File: src/rtl/kyber_pkg.sv
// Shared Kyber arithmetic constants and elaboration-time helpers.
package kyber_pkg;

  localparam int KYBER_Q  = 3329;
  localparam int KYBER_QW = 12;

  // Barrett multiplier floor(2^in_w / q).
  function automatic longint barrett_m(input longint q, input int in_w);
    longint one;
    one = 1;
    return (one << in_w) / q;
  endfunction

  function automatic int clog2_f(input longint v);
    int     n;
    longint x;
    n = 0;
    x = 1;
    while (x < v) begin
      x = x << 1;
      n++;
    end
    return n;
  endfunction

endpackage

File: src/rtl/barrett_lane.sv
// One lane of the 3-stage Barrett datapath: estimate, subtract, correct/negate.
// Stage loads are driven externally; this block has no notion of valid/ready.
module barrett_lane
  import kyber_pkg::*;
#(
  parameter int Q    = KYBER_Q,
  parameter int QW   = KYBER_QW,
  parameter int IN_W = 24
) (
  input  logic            clk,
  input  logic            rst,
  input  logic            en1,
  input  logic            en2,
  input  logic            en3,
  input  logic [IN_W-1:0] c,
  input  logic            neg,
  output logic [QW-1:0]   r
);

  localparam int MW = IN_W - QW + 2;
  localparam int PW = IN_W + MW;
  localparam logic [MW-1:0] M  = MW'(barrett_m(longint'(Q), IN_W));
  localparam logic [QW:0]   QE = (QW+1)'(Q);
  localparam logic [QW-1:0] QN = QW'(Q);

  logic [IN_W-1:0] s1_c;
  logic [MW-1:0]   s1_hi;
  logic            s1_neg;
  logic [QW:0]     s2_r0;
  logic            s2_neg;

  logic [PW-1:0]   prod;
  logic [IN_W-1:0] tq;
  logic [QW-1:0]   r_red;
  logic [QW-1:0]   r_fin;

  assign prod = PW'(c) * PW'(M);
  assign tq   = IN_W'(s1_hi) * IN_W'(Q);

  // r0 < 2Q always, so QW+1 low bits of the difference are exact.
  always_comb begin
    r_red = (s2_r0 >= QE) ? QW'(s2_r0 - QE) : QW'(s2_r0);
    r_fin = r_red;
    if (s2_neg) r_fin = (r_red == '0) ? '0 : QN - r_red;
  end

  always_ff @(posedge clk or posedge rst) begin
    if (rst) begin
      s1_c   <= '0;
      s1_hi  <= '0;
      s1_neg <= 1'b0;
      s2_r0  <= '0;
      s2_neg <= 1'b0;
      r      <= '0;
    end else begin
      if (en1) begin
        s1_c   <= c;
        s1_hi  <= MW'(prod >> IN_W);
        s1_neg <= neg;
      end
      if (en2) begin
        s2_r0  <= (QW+1)'(s1_c - tq);
        s2_neg <= s1_neg;
      end
      if (en3) r <= r_fin;
    end
  end

endmodule

File: src/rtl/barrett_reduce_pipe.sv
// Multi-lane pipelined c mod Q reducer with optional negation and a sideband tag.
// Three-stage valid chain with per-stage stalls; holds up to three beats under backpressure.
module barrett_reduce_pipe
  import kyber_pkg::*;
#(
  parameter int Q     = KYBER_Q,
  parameter int QW    = KYBER_QW,
  parameter int IN_W  = 24,
  parameter int LANES = 2,
  parameter int TAG_W = 8
) (
  input  logic                  clk,
  input  logic                  rst,
  input  logic                  in_valid,
  output logic                  in_ready,
  input  logic [LANES*IN_W-1:0] in_data,
  input  logic [LANES-1:0]      in_neg,
  input  logic [TAG_W-1:0]      in_tag,
  output logic                  out_valid,
  input  logic                  out_ready,
  output logic [LANES*QW-1:0]   out_data,
  output logic [TAG_W-1:0]      out_tag
);

  logic v1, v2, v3;
  logic ld1, ld2, ld3;
  logic en1, en2, en3;
  logic [TAG_W-1:0] tag1, tag2;

  // A stage may load if it is empty or its contents move on this edge.
  assign ld3 = !v3 || out_ready;
  assign ld2 = !v2 || ld3;
  assign ld1 = !v1 || ld2;

  assign en1 = ld1 && in_valid;
  assign en2 = ld2 && v1;
  assign en3 = ld3 && v2;

  assign in_ready  = ld1;
  assign out_valid = v3;

  always_ff @(posedge clk or posedge rst) begin
    if (rst) begin
      v1      <= 1'b0;
      v2      <= 1'b0;
      v3      <= 1'b0;
      tag1    <= '0;
      tag2    <= '0;
      out_tag <= '0;
    end else begin
      if (ld1) v1 <= in_valid;
      if (ld2) v2 <= v1;
      if (ld3) v3 <= v2;
      if (en1) tag1 <= in_tag;
      if (en2) tag2 <= tag1;
      if (en3) out_tag <= tag2;
    end
  end

  for (genvar i = 0; i < LANES; i++) begin : g_lane
    barrett_lane #(
      .Q    (Q),
      .QW   (QW),
      .IN_W (IN_W)
    ) u_lane (
      .clk (clk),
      .rst (rst),
      .en1 (en1),
      .en2 (en2),
      .en3 (en3),
      .c   (in_data[i*IN_W +: IN_W]),
      .neg (in_neg[i]),
      .r   (out_data[i*QW +: QW])
    );
  end

endmodule

File: config.mk
export PLATFORM = sky130hd
export DESIGN_NAME = barrett_reduce_pipe
export DESIGN_NICKNAME = d
export VERILOG_FILES = /design/src/rtl/kyber_pkg.sv /design/src/rtl/barrett_lane.sv /design/src/rtl/barrett_reduce_pipe.sv
export SDC_FILE = /design/constraint.sdc
export NUM_CORES = 1
export LEC_CHECK = 0
export CAP_MARGIN = 20
export CORE_MARGIN = 3
export CORE_UTILIZATION = 50
export CTS_CLUSTER_DIAMETER = 80
export DETAILED_ROUTE_END_ITERATION = 7
export PLACE_DENSITY = 0.72
export SETUP_SLACK_MARGIN = 0.4
export SLEW_MARGIN = 20
export SYNTH_ARGS = -nofsm -noshare
export SYNTH_HDL_FRONTEND = slang
export SYNTH_SLANG_ARGS = --single-unit
File: constraint.sdc
create_clock -name clk -period 6.1 [get_ports clk]
set_input_delay 0.61 -clock clk [delete_from_list [all_inputs] [get_ports clk]]
set_output_delay 0.61 -clock clk [all_outputs]
set_load 0.05 [all_outputs]
==> results of run 1 <==
## state kept, by name, summed over array words and instances, names as in the netlist
signal and flops:
g_lane.u_lane.s1_c 26, g_lane.u_lane.s1_hi 26, g_lane.u_lane.s2_r0 26, g_lane.u_lane.r 24
out_tag 8, tag1 8, tag2 8, g_lane.u_lane.s1_neg 2
g_lane.u_lane.s2_neg 2, out_valid 1, v1 1, v2 1
## cell usage after synthesis (all sizes together), types with 5 or more instances
cell type and count:
nor2 42, nand2b 15, nand3 25, xor2 25, o211ai 10, clkbuf 22, buf 9, ha 318
a21oi 38, nor2b 5, inv 354, or4 5, a31oi 12, nor3 26, fa 266, nor4 6
a21o 17, or3 7, o21ai 91, nand2 117, or2 9, a21boi 8, mux2 54, xnor2 63
a211oi 17, o31ai 17, nor3b 6, dfrtp 133, o21a 16
## metal layers
layer / up-vias / GRT usage, %
met5: - / 0
met4: 2 / 3.90
met3: 34 / 3.01
met2: 223 / 34.5
met1: 6402 / 30.1
li1: 6336 / -
## metrics by stage
stage          hold WS (ns)  util [%]
6_report              0.474      59.5
3_5_place_dp          0.469      57.4
5_1_grt               0.497      59.5
4_1_cts               0.482      59.0
2_1_floorplan         0.450         -
3_3_place_gp          0.465      57.4
## logic make-up after synthesis
kind of cell             after synthesis  synth area share [%]
buffers and inverters                385                  7.78
XOR/XNOR                              88                  4.18
multiplexers                          58                  3.50
flip-flops                           133                  17.9
AND/OR/NAND/NOR                      278                  7.39
adder cells (fa/ha/maj)              584                  49.9
AO/OA/AOI/OAI                        263                  9.35
## critical path, delay by kind of cell
kind | cells | cell delay [ns]
buffers and inverters | 4 | 0.59
XOR/XNOR | 1 | 0.16
adder cells (fa/ha/maj) | 6 | 2.86
AO/OA/AOI/OAI | 8 | 1.60
## cell type report
| type | instances | area [um^2] |
|---|---|---|
| Fill cell | 2993 | 14900 |
| Multi-Input combinational cell | 1271 | 14000 |
| Sequential cell | 133 | 3330 |
| Timing Repair Buffer | 235 | 2000 |
| Inverter | 354 | 1330 |
| Tap cell | 468 | 586 |
| Clock buffer | 19 | 443 |
| Clock inverter | 13 | 103 |
## what timing repair did
| action | CTS | global route |
|---|---|---|
| resized for setup | 28 | 62 |
| setup endpoints to repair | 15 | 18 |
| buffers inserted | 2 | 5 |
| pin swaps | 8 | 30 |
## final timing paths
kind | from | endpoint | cells past startpoint
worst max-delay path | in_data[34] | g_lane[1].u_lane.s1_hi[7]$_DFFE_PP0P_ | 19
max in group asynchronous | rst | g_lane[0].u_lane.s1_c[1]$_DFFE_PP0P_ | 3
worst min register to register | g_lane[1].u_lane.r[8]$_DFFE_PP0P_ | g_lane[1].u_lane.r[8]$_DFFE_PP0P_ | 2
min in group asynchronous | rst | tag1[1]$_DFFE_PP0P_ | 2
worst max register to register | g_lane[0].u_lane.s1_hi[0]$_DFFE_PP0P_ | g_lane[0].u_lane.s2_r0[11]$_DFFE_PP0P_ | 15
worst min-delay path | g_lane[1].u_lane.r[8]$_DFFE_PP0P_ | g_lane[1].u_lane.r[8]$_DFFE_PP0P_ | 2
==> results.txt, run 1 <==
Pre-antenna DRT Iters -> 5
Finished Layout Cells -> 2493
Post-Syn Instances -> 1789
Avg Cell Area, Syn -> 10.4 um^2
fin crit period -> 5.55 ns
post-DR vias/cell -> 5.21
Net Count, Synth -> 2435
Critical Path, Cell by Cell -> dlygate4sd2_1 -> fa_1 -> fa_1 -> fa_1 -> fa_1 -> inv_1 -> fa_1 -> inv_1 -> ha_1 -> a2111oi_4 -> a211oi_2 -> a311oi_2 -> a221oi_4 -> buf_4 -> o31ai_2 -> a21oi_1 -> a21oi_1 -> xor2_1 -> o21ai_0
M1 WL -> 19100 um
Clk pin slew, worst setup/hold paths -> 0.06 ns
CP dominant cell by count -> fa_1
Die Footprint -> 0.0396 mm^2
metal2 WL -> 18600 um
core area -> 0.0367 mm^2
register area share after synthesis -> 17.9%
Final Cell Area -> 0.0218 mm^2
Synth area leader -> fa_1
CP Data Required Time -> 6.36 ns
CTS buffer count -> 17
Yosys warnings -> 0
DRT iter0 DRCs -> 519
P&R area growth vs syn -> 17.2%
Final #Nets -> 2658
HP Class -> reg2reg
max_slew headroom -> 31.9%
top_reg_cell synth -> dfrtp_1
Fin. Hold Viols -> 0
Synth top area share -> 28.6%
Max Cap Viol -> 0
via count -> 13000
R2R Setup Slk -> 1.67 ns
Total GRT Usage -> 21.0%
htree depth -> 4
worst setup margin -> 0.548 ns
Die Height -> 199 um
Crit Path Max Fanout -> 4
Critical Path AT -> 5.81 ns
Die Span X -> 199 um
Synth Register Bits -> 133
GPL Wtd Cong -> 0.938
ratio of cells with drive above 1 in the final layout -> 14.8%
uppermost layer routed -> met5
Area contributors post-synth -> fa_1 (29%), ha_1 (21%), dfrtp_1 (18%)
EDFF count, synth -> 0
# IOs -> 96
CP endpoint kind -> flop
# diodes -> 0
slowest stage cell on the critical path -> fa_1
fin crit share -> 91.0%
CP Class -> in2reg
total grt overflow -> 0
Setup Slack @ Placement -> -0.345 ns
PortBufs -> 95
Root Buffer -> clkbuf_16
dpl hpwl -> 34100 um
Peak Freq -> 0.180 GHz
slowest stage delay, CP -> 0.57 ns
Initial Util -> 50.8%
Worst-Margin Slew -> 1.02 ns
Skew-Pair Late Insertion Delay -> 0.43 ns
antenna violation net count after detailed routing -> 0
final setup vio count -> 0
Distinct cells, synth -> 74
pin count of the biggest net entering global routing -> 94
clock tree from TritonCTS -> yes
setup tns final -> 0 ns
vias in the first global route -> 13800
mapped cell area -> 0.0186 mm^2
post-cts hold buffer count -> 0
number of cell rows -> 70
crit path launch type -> input pin
Clock Skews -> 0.0103 ns
RSZ-0062 raised after global routing -> no
status -> complete, no violations
drt drc -> 0
ys async rst share -> 100%
antenna violations before repair -> 1
WL final -> 39700 um
average wire per standard cell -> 15.9 um
most frequent cells in the layout -> inv_1 (351), ha_1 (314), fa_1 (258)
global-route wire length before repair -> 67400 um
Post-DP Area -> 0.0211 mm^2
clk sink count -> 133
Max Slew Vio Count -> 0
commonest non-fill, non-tap cell in the layout -> inv_1
DR WL met3 -> 1570 um
placed insts -> 2454
CTS Buffer Depth -> 2
Power of run 1 is left out: the tool's default activity adds up to more than one toggle a clock period on the data nets, which glitch-free logic cannot reach.
==> run 2: changes to the inputs <==
- RECOVER_POWER: default -> 25
==> results.txt, run 2 (synthesis results as in run 1) <==
status -> finished, violations left
failing checks -> max-capacitance violations, max-slew violations
post-cts hold buffer count -> 0
fin crit share -> 91.0%
Critical path buffers and inverters -> 4
Setup Slack @ Placement -> -0.345 ns
drt drc -> 0
global-route wire length before repair -> 67400 um
vias in the first global route -> 13800
number of cell rows -> 70
Final #Nets -> 2658
htree depth -> 4
hold slack -> 0.474 ns
GPL Wtd Cong -> 0.938
Die Footprint -> 0.0396 mm^2
core area -> 0.0367 mm^2
Crit path max-delay family -> adder cells
dpl hpwl -> 34100 um
Max Cap Viol -> 2
Post-DP Area -> 0.0211 mm^2
# diodes -> 0
placed insts -> 2454
Critical Path AT -> 5.81 ns
P&R area growth vs syn -> 17.2%
Top Registers -> g_lane.u_lane.s1_c (26), g_lane.u_lane.s1_hi (26), g_lane.u_lane.s2_r0 (26)
Skew-Pair Late Insertion Delay -> 0.43 ns
PortBufs -> 95
Clock Skews -> 0.0103 ns
Fin. Hold Viols -> 0
CTS Buffer Depth -> 2
# IOs -> 96
Critical Path, Cell by Cell -> dlygate4sd2_1 -> fa_1 -> fa_1 -> fa_1 -> fa_1 -> inv_1 -> fa_1 -> inv_1 -> ha_1 -> a2111oi_4 -> a211oi_2 -> a311oi_2 -> a221oi_4 -> buf_4 -> o31ai_2 -> a21oi_1 -> a21oi_1 -> xor2_1 -> o21ai_0
Worst-Margin Slew -> 2.97 ns
Die Span X -> 199 um
antenna violations before repair -> 1
pin count of the biggest net entering global routing -> 94
final setup vio count -> 0
fin crit period -> 5.55 ns
RSZ-0062 raised after global routing -> no
CP endpoint kind -> flop
clk sink count -> 133
CP Data Required Time -> 6.36 ns
ratio of cells with drive above 1 in the final layout -> 14.7%
Finished Layout Cells -> 2493
max_slew headroom -> -99.1%
Final Cell Area -> 0.0218 mm^2
Initial Util -> 50.8%
Total GRT Usage -> 21.0%
Crit Path Max Fanout -> 4
via count -> 13000
clock tree from TritonCTS -> yes
most frequent cells in the layout -> inv_1 (351), ha_1 (314), fa_1 (258)
Peak Freq -> 0.180 GHz
CTS buffer count -> 17
slowest stage cell on the critical path -> fa_1
Root Buffer -> clkbuf_16
HP Class -> reg2reg
antenna violation net count after detailed routing -> 0
CP Class -> in2reg
crit path launch type -> input pin
total grt overflow -> 0
Clk pin slew, worst setup/hold paths -> 0.06 ns
Pre-antenna DRT Iters -> 5
Die Height -> 199 um
slowest stage delay, CP -> 0.57 ns
CP dominant cell by count -> fa_1
commonest non-fill, non-tap cell in the layout -> inv_1
DRT iter0 DRCs -> 520
average wire per standard cell -> 15.9 um
worst setup margin -> 0.548 ns
post-DR vias/cell -> 5.21
Max Slew Vio Count -> 123
WL final -> 39700 um
## run 2: cell count changes in the layout (fill, tap and decap cells not counted)
cell / change
buf_4: -1
clkdlybuf4s50_1: -2
clkinvlp_2: +1
clkbuf_1: +1
inv_6: -1
dlygate4sd3_1: +2
## run 2: layout make-up
cell class	count	area, um^2
fill	2993	14900
clock inverter	13	103
timing repair buffer	235	2000
inverter	354	1330
clock buffer	19	443
multi-input combinational	1271	14000
sequential	133	3330
tap	468	586
## run 2: tightest hold or removal path, cell delays in order, from the launching register on
cell     delay (ns)
dfrtp_1        0.34
nand2_1        0.04
o21ai_0        0.06
## run 2: per-layer routing
metal	vias up	part of all wire, %	track usage (%)
met5	-	0.050	0
met4	2	1.1	3.90
met3	34	3.9	3.01
met2	216	47	34.5
met1	6401	48	30.1
li1	6336	-	-
## run 2: final timing paths
| check | start | endpoint | slack, ns | cells past startpoint |
|---|---|---|---|---|
| min in group asynchronous | rst | tag1[1]$_DFFE_PP0P_ | 1.50 | 2 |
| worst max register to register | g_lane[0].u_lane.s1_hi[0]$_DFFE_PP0P_ | g_lane[0].u_lane.s2_r0[11]$_DFFE_PP0P_ | 1.67 | 15 |
| max in group asynchronous | rst | g_lane[0].u_lane.s1_c[1]$_DFFE_PP0P_ | 2.74 | 3 |
| worst min register to register | g_lane[1].u_lane.r[8]$_DFFE_PP0P_ | g_lane[1].u_lane.r[8]$_DFFE_PP0P_ | 0.47 | 2 |
| worst min-delay path | g_lane[1].u_lane.r[8]$_DFFE_PP0P_ | g_lane[1].u_lane.r[8]$_DFFE_PP0P_ | 0.47 | 2 |
| worst max-delay path | in_data[34] | g_lane[1].u_lane.s1_hi[7]$_DFFE_PP0P_ | 0.55 | 19 |
## run 2: repair_timing
| action | 4_1_cts | 5_1_grt |
|---|---|---|
| gates resized for setup | 28 | 62 |
| pin swaps | 8 | 30 |
| setup buffers | 2 | 5 |
| endpoints found under the setup margin | 15 | 18 |
## run 2: metrics by stage
stage	utilization [%]	setup TNS, ns
global placement	57.4	-1.57
finish	59.5	0
global route	59.5	0
detailed placement	57.4	-3.03
floorplan	-	0
CTS	59.0	0
Power of run 2 is left out for the same reason.
==> run 3: changes to the inputs <==
- PLACE_DENSITY: 0.72 -> 0.76
==> results.txt, run 3 (synthesis results as in run 1) <==
CTS Buffer Depth -> 2
HP Class -> reg2reg
ratio of cells with drive above 1 in the final layout -> 14.3%
P&R area growth vs syn -> 17.3%
most frequent cells in the layout -> inv_1 (353), ha_1 (316), fa_1 (260)
CP Class -> in2reg
Pre-antenna DRT Iters -> 5
Worst-Margin Slew -> 3.04 ns
fin crit share -> 90.6%
PortBufs -> 95
Crit Path Max Fanout -> 5
status -> finished, violations left
# diodes -> 0
drt drc -> 0
slowest stage delay, CP -> 0.55 ns
GPL Wtd Cong -> 0.920
vias in the first global route -> 14000
antenna violations before repair -> 2
crit path launch type -> input pin
Skew-Pair Late Insertion Delay -> 0.42 ns
FF-to-FF Start -> g_lane[0].u_lane.s1_hi[0]$_DFFE_PP0P_
CP Launch Point -> in_data[36]
CP Data Required Time -> 6.35 ns
Fin. Hold Viols -> 0
Max Slew Vio Count -> 67
failing checks -> max-capacitance violations, max-slew violations
htree depth -> 4
RSZ-0062 raised after global routing -> no
Core Util, Final -> 59.5%
Die Height -> 199 um
Top Registers -> g_lane.u_lane.s1_c (26), g_lane.u_lane.s1_hi (26), g_lane.u_lane.s2_r0 (26)
fin crit period -> 5.53 ns
slowest stage cell on the critical path -> fa_1
worst hold start -> g_lane[1].u_lane.r[0]$_DFFE_PP0P_
clock tree from TritonCTS -> yes
# IOs -> 96
post-DR vias/cell -> 5.21
Final Cell Area -> 0.0219 mm^2
DRT iter0 DRCs -> 549
clk sink count -> 133
number of cell rows -> 70
commonest non-fill, non-tap cell in the layout -> inv_1
core area -> 0.0367 mm^2
Clk pin slew, worst setup/hold paths -> 0.06 ns
Post-DP Area -> 0.0211 mm^2
hold slack -> 0.468 ns
Critical path buffers and inverters -> 6
Total GRT Usage -> 21.4%
Peak Freq -> 0.181 GHz
via count -> 13000
total grt overflow -> 0
CP endpoint kind -> flop
Critical Path, Cell by Cell -> dlygate4sd2_1 -> buf_4 -> fa_1 -> fa_1 -> fa_1 -> fa_1 -> inv_1 -> fa_1 -> inv_1 -> ha_1 -> buf_4 -> o21ai_1 -> a211oi_2 -> buf_4 -> a311oi_4 -> a221oi_4 -> o31ai_1 -> a21oi_1 -> a21oi_1 -> xor2_1 -> o21ai_0
average wire per standard cell -> 16.2 um
Clock Skews -> 0.00859 ns
CP dominant cell by count -> fa_1
Die Footprint -> 0.0396 mm^2
max_slew headroom -> -104%
Root Buffer -> clkbuf_16
final setup vio count -> 0
Crit path max-delay family -> adder cells
Final #Nets -> 2660
Initial Util -> 50.8%
Critical Path AT -> 5.78 ns
Max Cap Viol -> 1
Die Span X -> 199 um
dpl hpwl -> 34500 um
global-route wire length before repair -> 68400 um
antenna violation net count after detailed routing -> 0
WL final -> 40300 um
Finished Layout Cells -> 2494
placed insts -> 2453
pin count of the biggest net entering global routing -> 94
CTS buffer count -> 17
run 3: worst register-to-register path: stages (launching register included):
cell	delay (ns)
dfrtp_1	0.48
fa_1	0.47
fa_1	0.54
inv_1	0.06
fa_1	0.49
xor2_1	0.18
ha_1	0.28
o21a_1	0.13
o21ai_0	0.24
a21boi_0	0.19
o21ai_0	0.32
a31oi_1	0.16
o21ai_0	0.25
a211oi_1	0.13
o21a_1	0.19
o31ai_1	0.22
run 3: layout make-up:
class                           instances  area (um^2)
Clock buffer                           18          439
Clock inverter                         13          146
Fill cell                            2961        14800
Inverter                              354         1330
Multi-Input combinational cell       1271        14000
Sequential cell                       133         3330
Tap cell                              468          586
Timing Repair Buffer                  237         2010
run 3: worst paths after layout:
kind	end	slack, ns	cells past startpoint
setup / recovery	g_lane[1].u_lane.s1_hi[7]$_DFFE_PP0P_	0.57	21
hold / removal	g_lane[1].u_lane.r[0]$_DFFE_PP0P_	0.47	2
setup reg to reg	g_lane[0].u_lane.s2_r0[11]$_DFFE_PP0P_	1.68	15
hold reg to reg	g_lane[1].u_lane.r[0]$_DFFE_PP0P_	0.47	2
max in group asynchronous	out_tag[1]$_DFFE_PP0P_	2.68	3
min in group asynchronous	g_lane[1].u_lane.s1_hi[11]$_DFFE_PP0P_	1.52	2
run 3: routing by layer:
metal,part of all wire [%],track usage [%],routed length [um],vias to the layer above
li1,-,-,-,6329
met3,3.6,3.22,1460,41
met4,1.2,4.32,474,4
met2,48,35.5,19300,202
met5,0.055,0,22,-
met1,47,30.1,19000,6418
run 3: what timing repair did:
item	4_1_cts	5_1_grt
hold buffers	0	0
pin swaps	11	25
setup buffers	4	6
setup endpoints to repair	16	20
gates resized for setup	32	44
run 3: through the flow:
step,setup slack (ns),setup TNS [ns]
3_3_place_gp,-0.213,-1.38
5_1_grt,0.368,0
6_report,0.571,0
4_1_cts,0.377,0
3_5_place_dp,-0.380,-3.67
2_1_floorplan,0.652,0
Power of run 3 is left out for the same reason.
